### config.mk
export PLATFORM = sky130hd
export DESIGN_NAME = pow_chain_pipe
export DESIGN_NICKNAME = d
export VERILOG_FILES = /design/src/rtl/pow_chain_pipe.sv
export SDC_FILE = /design/constraint.sdc
export NUM_CORES = 1
export LEC_CHECK = 0
export CELL_PAD_IN_SITES_DETAIL_PLACEMENT = 1
export CELL_PAD_IN_SITES_GLOBAL_PLACEMENT = 1
export CORE_MARGIN = 3
export CORE_UTILIZATION = 41
export CTS_CLUSTER_DIAMETER = 120
export DETAILED_ROUTE_END_ITERATION = 12
export GPL_ROUTABILITY_DRIVEN = 0
export PLACE_DENSITY_LB_ADDON = 0.1
export SLEW_MARGIN = 25
export SYNTH_ARGS = -nofsm -noshare
export SYNTH_HDL_FRONTEND = slang
export SYNTH_SLANG_ARGS = --single-unit
### constraint.sdc
create_clock -name clk -period 6.3 [get_ports clk]
set_input_delay 1.26 -clock clk [delete_from_list [all_inputs] [get_ports clk]]
set_output_delay 1.26 -clock clk [all_outputs]
set_load 0.05 [all_outputs]
### src/rtl/pow_chain_pipe.sv
// pow_chain_pipe: fully pipelined power unit. Each accepted argument x yields
// x^1..x^N as one aligned result word, one result per clock, with valid/ready
// flow control on both sides and bubble collapsing.
//
// Configuration macro: POW_CHAIN_PIPE_SAT_EN
//   defined   -> a power that overflowed W bits reads all-ones
//   undefined -> powers wrap (low W bits of the product)
//
// Ports:
//   clk      clock, rising edge
//   rst      synchronous active-high reset
//   arg_vld  argument valid
//   arg_rdy  argument accepted this cycle (combinational)
//   arg      argument x, W bits
//   res_vld  result valid
//   res_rdy  consumer accepts result
//   res      res[(k-1)*W +: W] = x^k, k = 1..N
//   res_ovf  bit k-1 set when x^k exceeded W bits
//   idle     every pipeline stage empty
module pow_chain_pipe #(
    parameter int unsigned W = 8,
    parameter int unsigned N = 5
) (
    input  logic             clk,
    input  logic             rst,
    input  logic             arg_vld,
    output logic             arg_rdy,
    input  logic [W-1:0]     arg,
    output logic             res_vld,
    input  logic             res_rdy,
    output logic [N*W-1:0]   res,
    output logic [N-1:0]     res_ovf,
    output logic             idle
);

    localparam int unsigned PW = N * W;
    localparam int unsigned MW = 2 * W;

    logic [N-1:0]  vld;
    logic [N-1:0]  en;
    // The last stage never feeds a multiplier, so it keeps no argument copy.
    logic [W-1:0]  a     [N-1];
    logic [PW-1:0] p     [N];
    logic [PW-1:0] p_nxt [N];
    logic [N-1:0]  o     [N];
    logic [N-1:0]  o_nxt [N];

    // Stage g may load when it is empty or some stage downstream can move;
    // flattened form of the ripple chain en_s = !vld_s | en_{s+1}.
    for (genvar g = 0; g < N; g++) begin : g_en
        assign en[g] = res_rdy | ~(&vld[N-1:g]);
    end

    // Next-state payload for every stage: copy upstream, add one new power.
    always_comb begin
        logic [MW-1:0] m;
        logic          ovf;
        m        = '0;
        ovf      = 1'b0;
        p_nxt[0] = PW'(arg);
        o_nxt[0] = '0;
        for (int i = 1; i < N; i++) begin
            m   = MW'(p[i-1][(i-1)*W +: W]) * MW'(a[i-1]);
            // Sticky: once a lower power overflowed, every higher one has too.
            ovf = o[i-1][i-1] | (m[MW-1:W] != '0);
            p_nxt[i]    = p[i-1];
            o_nxt[i]    = o[i-1];
            o_nxt[i][i] = ovf;
`ifdef POW_CHAIN_PIPE_SAT_EN
            p_nxt[i][i*W +: W] = ovf ? {W{1'b1}} : m[W-1:0];
`else
            p_nxt[i][i*W +: W] = m[W-1:0];
`endif
        end
    end

    // Stage registers; a stage without enable holds everything.
    always_ff @(posedge clk) begin
        if (rst) begin
            vld <= '0;
            for (int i = 0; i < N; i++) begin
                p[i] <= '0;
                o[i] <= '0;
            end
            for (int i = 0; i < N - 1; i++) begin
                a[i] <= '0;
            end
        end else begin
            if (en[0]) begin
                vld[0] <= arg_vld;
                a[0]   <= arg;
            end
            for (int i = 1; i < N; i++) begin
                if (en[i]) begin
                    vld[i] <= vld[i-1];
                end
            end
            for (int i = 1; i < N - 1; i++) begin
                if (en[i]) begin
                    a[i] <= a[i-1];
                end
            end
            for (int i = 0; i < N; i++) begin
                if (en[i]) begin
                    p[i] <= p_nxt[i];
                    o[i] <= o_nxt[i];
                end
            end
        end
    end

    // Ready is forced high during reset so upstream never sees a stale stall.
    assign arg_rdy = rst | en[0];
    assign res_vld = vld[N-1];
    assign res     = p[N-1];
    assign res_ovf = o[N-1];
    assign idle    = ~|vld;

endmodule

==> flow_summary.json <==
{
  "status": "complete, no violations",
  "firstDrtPassIters": 4,
  "grt_overflow": 0,
  "pin_count": 60,
  "drt_iter0_drc": 358,
  "yosysSeqAreaShare_pct": 33.03,
  "synthesis.area_um2": 15030,
  "finalCritPeriodShare_pct": 81.49,
  "drc": 0,
  "post-route-util_pct": 45.64,
  "cellLeakagePower_nw": 7.482,
  "crit_top_cell": "fa_1",
  "area_growth_pct": 8.790,
  "rsz0062_at_grt": "false",
  "power_mw": 2.659,
  "cts_buffers": 17,
  "drv_slew": 0,
  "ys_warn_count": 0,
  "dieArea_um2": 39000,
  "antenna_found_initial": 0,
  "ctsResizeCount": 0,
  "htreeDepth": 4,
  "grt_start_max_net_pins": 51,
  "hp-class": "register to register",
  "core-area_um2": 35830,
  "setup_viol": 0,
  "finalHoldViolations": 0,
  "grt_pass1_wl_mm": 55.26,
  "drive_gt1_share_pct": 3.096,
  "pwr_density_cell_nw_per_um2": 162.6,
  "async_flop_share_pct": 0,
  "antenna_left": 0,
  "slew-limit-headroom_pct": 42.90,
  "cts_tree": "built",
  "cts_sinks": 167,
  "start_util_pct": 41.96,
  "crit_path_top_delay_cell": "fa_1",
  "portBuffers": 58,
  "setup_tns_ns": 0,
  "die_h_um": 197.5,
  "slowest_delay_ns": 0.53,
  "synth_area_per_cell_um2": 10.15,
  "worst_setup_path_end_kind": "register",
  "path_class": "register to register",
  "cp_data_required_time_ns": 6.47,
  "max_cap_violations": 0,
  "cp.arrival_ns": 5.30,
  "wl_mm": 33.06,
  "finalInstanceArea_um2": 16350,
  "n_antenna_cell": 0,
  "synth.net_count": 1781,
  "rows": 69,
  "clk_latency_ns": 0.44,
  "worst_slew_pin_slew_ns": 0.8564,
  "cts.path.max_buffers": 2,
  "cts_hold_buf": 0,
  "synth_edf_count": 162,
  "clk_pin_slew_worst_paths_ns": 0.07,
  "dp_hpwl_mm": 25.59,
  "viasPerCell": 5.103,
  "routedWlPerCell_um": 16.98,
  "dp_slack_ns": 1.197,
  "fmax_mhz": 194.8,
  "yosysUniqueCellTypes": 63,
  "finClkSkew_ns": 0.01531,
  "layout.nets": 1773,
  "cp_cell_sequence": "and2_1 > fa_1 > inv_1 > fa_1 > fa_1 > fa_1 > inv_1 > ha_1 > a21oi_2 > nor2_1 > a211oi_1 > nor2_1 > or4_1 > nor4_1 > a31oi_1",
  "critPathLaunchType": "register",
  "place_area_um2": 15720,
  "most-common-layout-cells": "and2_1 (276), inv_1 (223), edfxtp_1 (162), nand2_1 (151)",
  "track_usage_pct": 17.80,
  "layout_setup_ws_ns": 1.166,
  "crit_path_max_fanout": 9,
  "ys_seq_elements": 167,
  "ctsRootBufferMaster": "clkbuf_16",
  "cts_setup_buffers": 0,
  "final_common_cell": "and2_1",
  "ys.flop_type": "edfxtp_1",
  "die_w_um": 197.5,
  "period_minus_slack_ns": 5.134,
  "vdd_ir_drop_max_v": 0.0001955,
  "grt_pass1_vias": 10660,
  "vias": 9935,
  "synth_cells": 1481
}
==> where the power goes <==
part | total [mW] | switching (mW) | internal [mW]
Clock | 1.09 | 0.518 | 0.573
Sequential | 1.30 | 0.0542 | 1.25
Combinational | 0.267 | 0.152 | 0.115
Total | 2.66 | 0.724 | 1.93
==> stage by stage <==
| step | hold WS (ns) | std cells |
|---|---|---|
| finish | 0.4956 | 1947 |
| global route | 0.5355 | 1947 |
| CTS | 0.4976 | 1946 |
| detailed placement | 0.4821 | 1914 |
| global placement | 0.4781 | 1914 |
| floorplan | 0.4478 | 1481 |
==> per-layer routing <==
metal | wire length (um) | GRT usage (%)
met1 | 15390 | 23.42
met2 | 16700 | 31.56
met3 | 498 | 2.013
met4 | 475 | 4.277
met5 | 0 | 0
==> synth_stat cells, types with 9 or more instances <==
cell | count | area share, %
a21o_1 | 9 | 0.45
a21oi_1 | 35 | 1.2
and2_1 | 276 | 11
buf_4 | 47 | 2.3
clkbuf_1 | 43 | 1.1
edfxtp_1 | 162 | 32
fa_1 | 144 | 19
ha_1 | 144 | 12
inv_1 | 223 | 5.6
nand2_1 | 151 | 3.8
nand2b_1 | 10 | 0.42
nand3_1 | 9 | 0.30
nor2_1 | 51 | 1.3
nor3_1 | 18 | 0.60
o21ai_0 | 22 | 0.73
==> final timing paths <==
check / cells past startpoint / from / slack [ns] / endpoint
max: 15 / p[0][54] / 1.17 / o[0][12]
min reg2reg: 2 / vld[1] / 0.50 / vld[2]
max reg2reg: 15 / p[0][54] / 1.17 / o[0][12]
min: 2 / vld[1] / 0.50 / vld[2]
==> sequential cells by signal (all words and copies together) (netlist names) <==
name,flops
vld,5
p,120
o,10
a,32
==> area by class of cell <==
cell class | count | area, um2
clock buffers | 17 | 425.4
clock inverters | 15 | 180.2
fillers | 3917 | 19470
inverters | 223 | 837.1
multi-input cells | 1000 | 8723
flip-flops and latches | 167 | 4965
well taps | 461 | 576.8
repair buffers | 64 | 645.6
==> logic make-up (layout without fill, tap and decap cells) <==
group           count (synthesis)  in the layout  synth area share, %
compound gates                135            135                5.860
xor+xnor                       15             15               0.8740
fa+ha+maj                     288            288                31.16
buf+inv                       314            319                9.023
flops                         167            167                33.03
mux                             4              4               0.2747
other cells                     1              1              0.02495
simple gates                  557            557                19.75
==> worst max-delay path, delay by kind of cell, from the launching register on <==
kind                     cells  cell delay (ns)
flip-flops                   1             0.52
buffers and inverters        2             0.10
adder cells (fa/ha/maj)      5             2.27
AND/OR/NAND/NOR              5             1.18
AO/OA/AOI/OAI                3             0.79
Power figures use the tool's default switching activity.
